--- src/rtl/aes_key_schedule_seq.sv ---
`default_nettype none

// ============================================================================
// Module      : aes_sbox
// Description : AES forward S-box, single byte lookup from a constant table.
// Revision    : 1.0 - initial release
// ============================================================================
module aes_sbox (
    input  logic [7:0] i_byte,
    output logic [7:0] o_byte
);

    // Entry 0 sits in the most significant byte, so entry x lives at bit
    // 8*(255-x)+7 downwards, which is simply {~x, 3'b111}.
    localparam logic [2047:0] c_SBOX = {
        128'h637c777bf26b6fc53001672bfed7ab76,
        128'hca82c97dfa5947f0add4a2af9ca472c0,
        128'hb7fd9326363ff7cc34a5e5f171d83115,
        128'h04c723c31896059a071280e2eb27b275,
        128'h09832c1a1b6e5aa0523bd6b329e32f84,
        128'h53d100ed20fcb15b6acbbe394a4c58cf,
        128'hd0efaafb434d338545f9027f503c9fa8,
        128'h51a3408f929d38f5bcb6da2110fff3d2,
        128'hcd0c13ec5f974417c4a77e3d645d1973,
        128'h60814fdc222a908846eeb814de5e0bdb,
        128'he0323a0a4906245cc2d3ac629195e479,
        128'he7c8376d8dd54ea96c56f4ea657aae08,
        128'hba78252e1ca6b4c6e8dd741f4bbd8b8a,
        128'h703eb5664803f60e613557b986c11d9e,
        128'he1f8981169d98e949b1e87e9ce5528df,
        128'h8ca1890dbfe6426841992d0fb054bb16
    };

    assign o_byte = c_SBOX[{~i_byte, 3'b111} -: 8];

endmodule

// ============================================================================
// Module      : aes_key_schedule_seq
// Description : Sequential AES-128/192/256 key expansion, one 32-bit word
//               per cycle, streaming 128-bit round keys over valid/ready.
// Revision    : 1.0 - initial release
// ============================================================================
module aes_key_schedule_seq #(
    parameter int KEY_BITS = 128
) (
    input  logic                clk,
    input  logic                rst_n,
    input  logic                start,
    input  logic [KEY_BITS-1:0] key_in,
    output logic                busy,
    output logic                rk_valid,
    input  logic                rk_ready,
    output logic [127:0]        rk_data,
    output logic [3:0]          rk_idx,
    output logic                done
);

    localparam int NK = KEY_BITS / 32;
    localparam int NR = NK + 6;
    localparam int NW = 4 * (NR + 1);

    localparam logic [5:0] c_LAST_WORD = 6'(NW - 1);
    localparam logic [5:0] c_NK_WORDS  = 6'(NK);
    localparam logic [2:0] c_KPOS_LAST = 3'(NK - 1);

    typedef enum logic [1:0] {
        ST_IDLE  = 2'd0,
        ST_GEN   = 2'd1,
        ST_DRAIN = 2'd2
    } state_t;

    state_t        r_state;
    state_t        w_state_next;

    // Sliding window of the last NK words; r_win[0] is the oldest (w[i-NK]).
    logic [31:0]   r_win [0:NK-1];
    logic [95:0]   r_acc;          // first three words of the current group
    logic [5:0]    r_word_cnt;     // index i of the next word to produce
    logic [2:0]    r_kpos;         // i mod NK
    logic [7:0]    r_rcon;
    logic          r_rk_valid;
    logic [127:0]  r_rk_data;
    logic [3:0]    r_rk_idx;
    logic          r_done;

    logic          w_load;
    logic          w_stall;
    logic          w_produce;
    logic          w_xfer;
    logic          w_last;
    logic          w_key_phase;
    logic [31:0]   w_prev;
    logic [31:0]   w_sub_in;
    logic [31:0]   w_sub;
    logic [31:0]   w_temp;
    logic [31:0]   w_new;

    assign w_load      = (r_state == ST_IDLE) && start;
    assign w_stall     = r_rk_valid && !rk_ready;
    assign w_produce   = (r_state == ST_GEN) && !w_stall;
    assign w_xfer      = r_rk_valid && rk_ready;
    assign w_last      = (r_word_cnt == c_LAST_WORD);
    assign w_key_phase = (r_word_cnt < c_NK_WORDS);

    assign w_prev   = r_win[NK-1];
    assign w_sub_in = (r_kpos == 3'd0) ? {w_prev[23:0], w_prev[31:24]} : w_prev;

    // One word of SubWord: four byte lookups in parallel.
    for (genvar b = 0; b < 4; b++) begin : g_sbox
        aes_sbox u_sbox (
            .i_byte (w_sub_in[8*b +: 8]),
            .o_byte (w_sub[8*b +: 8])
        );
    end

    // Word rule: key words pass straight through (the window rotates them
    // out and back in), later words combine w[i-NK] with a transformed w[i-1].
    always_comb begin
        w_temp = w_prev;
        if (r_kpos == 3'd0) begin
            w_temp = w_sub ^ {r_rcon, 24'h000000};
        end else if ((NK == 8) && (r_kpos == 3'd4)) begin
            w_temp = w_sub;
        end
        w_new = w_key_phase ? r_win[0] : (r_win[0] ^ w_temp);
    end

    // State register.
    always_ff @(posedge clk or negedge rst_n) begin
        if (!rst_n) begin
            r_state <= ST_IDLE;
        end else begin
            r_state <= w_state_next;
        end
    end

    // Next-state logic: generate all words, then wait for the last handshake.
    always_comb begin
        w_state_next = r_state;
        case (r_state)
            ST_IDLE:  if (start)              w_state_next = ST_GEN;
            ST_GEN:   if (w_produce && w_last) w_state_next = ST_DRAIN;
            ST_DRAIN: if (w_xfer)              w_state_next = ST_IDLE;
            default:                           w_state_next = ST_IDLE;
        endcase
    end

    // Word generation, round-key assembly and output handshake.
    always_ff @(posedge clk or negedge rst_n) begin
        if (!rst_n) begin
            for (int j = 0; j < NK; j++) begin
                r_win[j] <= 32'h0;
            end
            r_acc      <= 96'h0;
            r_word_cnt <= 6'd0;
            r_kpos     <= 3'd0;
            r_rcon     <= 8'h01;
            r_rk_valid <= 1'b0;
            r_rk_data  <= 128'h0;
            r_rk_idx   <= 4'd0;
            r_done     <= 1'b0;
        end else begin
            r_done <= 1'b0;

            if (w_load) begin
                for (int j = 0; j < NK; j++) begin
                    r_win[j] <= key_in[KEY_BITS-1-32*j -: 32];
                end
                r_word_cnt <= 6'd0;
                r_kpos     <= 3'd0;
                r_rcon     <= 8'h01;
            end else if (w_produce) begin
                for (int j = 0; j < NK-1; j++) begin
                    r_win[j] <= r_win[j+1];
                end
                r_win[NK-1] <= w_new;
                r_acc       <= {r_acc[63:0], w_new};
                if (!w_last) begin
                    r_word_cnt <= r_word_cnt + 6'd1;
                end
                r_kpos <= (r_kpos == c_KPOS_LAST) ? 3'd0 : r_kpos + 3'd1;
                if (!w_key_phase && (r_kpos == 3'd0)) begin
                    r_rcon <= {r_rcon[6:0], 1'b0} ^ (r_rcon[7] ? 8'h1b : 8'h00);
                end
            end

            // A completing group may load on the same edge as a transfer.
            if (w_produce && (r_word_cnt[1:0] == 2'b11)) begin
                r_rk_data  <= {r_acc, w_new};
                r_rk_idx   <= r_word_cnt[5:2];
                r_rk_valid <= 1'b1;
            end else if (w_xfer) begin
                r_rk_valid <= 1'b0;
            end

            if ((r_state == ST_DRAIN) && w_xfer) begin
                r_done <= 1'b1;
            end
        end
    end

    // Only the three AES key lengths are meaningful.
    always_ff @(posedge clk) begin
        assert (KEY_BITS == 128 || KEY_BITS == 192 || KEY_BITS == 256)
            else $error("aes_key_schedule_seq: illegal KEY_BITS %0d", KEY_BITS);
    end

    assign busy     = (r_state != ST_IDLE);
    assign rk_valid = r_rk_valid;
    assign rk_data  = r_rk_data;
    assign rk_idx   = r_rk_idx;
    assign done     = r_done;

endmodule

`default_nettype wire

--- config.mk ---
export PLATFORM = sky130hd
export DESIGN_NAME = aes_key_schedule_seq
export DESIGN_NICKNAME = d
export VERILOG_FILES = /design/src/rtl/aes_key_schedule_seq.sv
export SDC_FILE = /design/constraint.sdc
export NUM_CORES = 2
export LEC_CHECK = 0
export ABC_AREA = 1
export BUFFER_PORTS_ARGS = -buffer_cell sky130_fd_sc_hd__buf_2
export CELL_PAD_IN_SITES_DETAIL_PLACEMENT = 0
export CELL_PAD_IN_SITES_GLOBAL_PLACEMENT = 1
export CORE_MARGIN = 4
export CORE_UTILIZATION = 43
export CTS_CLUSTER_SIZE = 8
export DETAILED_ROUTE_END_ITERATION = 6
export PLACE_DENSITY_LB_ADDON = 0.1
export SETUP_SLACK_MARGIN = 0.2
export SLEW_MARGIN = 15
export SYNTH_ARGS = -nofsm -noshare
export SYNTH_HDL_FRONTEND = slang
export SYNTH_SLANG_ARGS = --single-unit
--- constraint.sdc ---
create_clock -name clk -period 3.5 [get_ports clk]
set_input_delay 0.7 -clock clk [delete_from_list [all_inputs] [get_ports clk]]
set_output_delay 0.7 -clock clk [all_outputs]
set_load 0.01 [all_outputs]
==> impl_metrics.csv <==
group,metric,value,unit
sta,max_slew_margin,49.6,%
global_route,grt_pass1_wl,195000,um
global_route,grt_overflow,0,
synth,synth_edf_count,0,
floorplanning,fp-row-count,91,
synth,synth.avg_cell_area,6.60,um2
drt,wl_per_cell,24.2,um
drt,met2_length,56800,um
final_layout,layout.area.seq,0.00944,mm2
clock_network,cts.clk_slew.worst_paths,0.05,ns
sta,skew,0.0339,ns
sta,worst_pin_slew,0.756,ns
worst_setup_path,worst_setup_path_start_kind,"register",
flow_run,maxCapViolations,0,
synth,synth-seq-area-share,34.8,%
clock_network,cts_root_buf,"clkbuf_16",
worst_setup_path,setup.worst_path.class,"register to register",
synth,synth_seq_cells,377,
worst_setup_path,cp_slowest_stage_delay,0.39,ns
drt,top_layer,"met5",
clock_network,cts-buffers-inserted,54,
final_layout,syn_to_final_growth,29.8,%
worst_setup_path,critPathTopFamily,"simple AND/OR/NAND/NOR gates",
sta,grt_setup_unrepaired,"true",
drt,vias_per_cell,6.07,
sta,slew_viol_final,0,
worst_setup_path,crit_chain,"inv_2 > ha_4 > nand2_8 > buf_12 > nand2_1 > nand2_2 > buf_4 > nand2_1 > buf_4 > nand3_1 > nand3_1 > nand3_1 > nand3_1 > nand3_2 > nand3_1 > nand3_1 > nand2_2 > nand2_1 > nand2_1 > nand2_1 > nand2_2 > nand2_1",
clock_network,clk_latency,0.62,ns
synth,synth_area_leaders,"dfrtp_1 (35%), nand2_1 (18%), nand3_1 (15%)",
worst_setup_path,crit_buf_inv,4,
clock_network,htree_levels,2,
worst_setup_path,critPathCaptureType,"register",
worst_setup_path,cp_max_fo,11,
drt,wl_met1,51300,um
final_layout,multiInputGateArea,0.0162,mm2
global_route,grt_max_degree,158,
sta,min_period,3.36,ns
synth,synth_cells,4109,
floorplanning,ioPinCount,267,
drt,drt_drc_violations_left,8,
synth,synth.distinct_cells,49,
worst_setup_path,worstPathRequired,3.97,ns
synth,async_reset_ff_share,100,%
place,hpwl,97800,um
drt,ant_nets,0,
floorplanning,die_area,0.0672,mm2
place,gp_congestion,1.09,
floorplanning,coreArea,0.0621,mm2
final_layout,fillCellCount,6019,
synth,syn_area,0.0271,mm2
sta,report.final.hold_viol_count,0,
final_layout,drive_gt1_share,24.4,%
synth,synthTopCellsByCount,"nand2_1 (1,307), nand3_1 (799), dfrtp_1 (376)",
sta,min_period_over_period,96.1,%
final_layout,nets,4790,
sta,setup_viol,0,
clock_network,cts_sinks,377,
drt,met3_wirelength,14200,um
synth,yosysWarnings,0,
global_route,antenna_found_initial,5,
synth,synth.most_common_cell,"nand2_1",
outcome,violations,"DRC",
outcome,outcome,"finished with violations",
drt,first_pass_iters,7,
min_path,hold_path.class,"input pin to async pin",
sta,clock.fmax,297,MHz
drt,totalWireLength,132000,um
sta,setup_slack,0.136,ns
global_route,grt_pass1_vias,31600,
drt,num_vias,33100,
global_route,grt_usage,37.5,%
place,post-place-ws,-0.0457,ns
floorplanning,die_height,259,um
place,port_buffers,266,
clock_network,clockBufferDepth,3,
synth,synth_top_area_share,34.7,%
worst_setup_path,slowest_stage,"dfrtp_1",
drt,drtIter0Drc,4463,
floorplanning,start_util,43.7,%
synth,ys.flop_type,"dfrtp_1",
synth,yosysTopAreaCell,"dfrtp_1",
clock_network,cts_tree,"done",
floorplanning,die_w,259,um
synth,synth_nets,4294,
worst_setup_path,cp.arrival,3.84,ns
cell usage in the layout (no fill, tap or decap), types with 18 or more instances in the layout:
master and count:
o221ai_1 69, dfrtp_1 376, ha_1 34, o21ai_1 78, nand2_1 1206, a31oi_1 32
nand3_2 75, o211ai_1 128, o22ai_1 42, o21ai_0 249, nand2_4 30, a21oi_1 63
buf_6 23, buf_2 265, inv_2 46, buf_4 351, clkbuf_16 61, o21ai_2 21
inv_1 335, nor2_2 18, nor2_1 93, nand2_2 96, nand3_1 723, buf_12 47
per-layer routing:
layer | vias to the layer above | GRT usage, %
met5 | - | 0
met4 | 2 | 22.2
met3 | 538 | 7.48
met2 | 2214 | 57.2
met1 | 15600 | 49.6
li1 | 14800 | -
kinds of logic (layout without fill, tap and decap cells):
family	count (synthesis)	in the layout	synth area share, %
adder cells (fa/ha/maj)	53	53	2.44
XOR/XNOR	3	3	0.0969
AO/OA/AOI/OAI	734	734	16.7
AND/OR/NAND/NOR	2281	2282	35.9
buffers and inverters	661	1166	10.0
flip-flops	377	377	34.8
other	0	4	0
sequential cells by signal (all words and copies together) (netlist names):
register    count
rk_idx          4
r_win          96
rk_valid        1
rk_data       128
r_rcon          8
w_prev         32
r_state         2
done            1
r_word_cnt      6
r_acc          96
r_kpos          3
stage by stage:
step | utilization (%) | TNS, ns | hold slack, ns | std cells | area (um2)
finish | 56.8 | 0 | 0.136 | 5456 | 35200
global route | 56.8 | 0 | 0.174 | 5455 | 35200
CTS | 54.2 | 0 | 0.143 | 5409 | 33600
detailed placement | 51.3 | -0.0574 | 0.453 | 5335 | 31800
global placement | 51.3 | -0.0833 | 0.451 | 5335 | 31800
floorplan | - | 0 | 0.404 | 4109 | 27100
cell type report:
type / instances / share of cell area (%)
clock buffer: 62 / 3.95
sequential: 377 / 26.8
multi-input combinational: 3072 / 46.1
tap: 837 / 2.97
clock inverter: 4 / 0.192
timing repair buffer: 702 / 15.6
antenna: 4 / 0.0284
inverter: 398 / 4.36
worst register-to-register path, delay by kind of cell, from the launching register on:
| family | cells | cell delay [ns] |
|---|---|---|
| adders and majority gates | 1 | 0.21 |
| buffers and inverters | 4 | 0.63 |
| DFF | 1 | 0.39 |
| and+or+nand+nor | 17 | 2.01 |
path summary, 6_finish.rpt:
kind	start	end	cells after the start	slack, ns
worst max-delay path	r_kpos[1]	w_prev[31]	22	0.14
worst min-delay path	rst_n	r_win[35]	1	0.14
worst max register to register	r_kpos[1]	w_prev[31]	22	0.14
worst min register to register	rk_data[121]	rk_data[121]	2	0.46
max in group asynchronous	rst_n	rk_data[91]	2	2.54
min in group clk	key_in[118]	r_win[118]	3	0.29
timing repair:
item / CTS / global route
hold buffers: 0 / 0
pin swaps: 6 / 56
gates cloned: 1 / 8
hold endpoints to repair: 0 / 0
setup buffers: 7 / 35
resized for setup: 83 / 315
endpoints found under the setup margin: 74 / 94
Power is not shown: default switching activity piles up to over one toggle a cycle in this logic, so the estimate is an artifact.
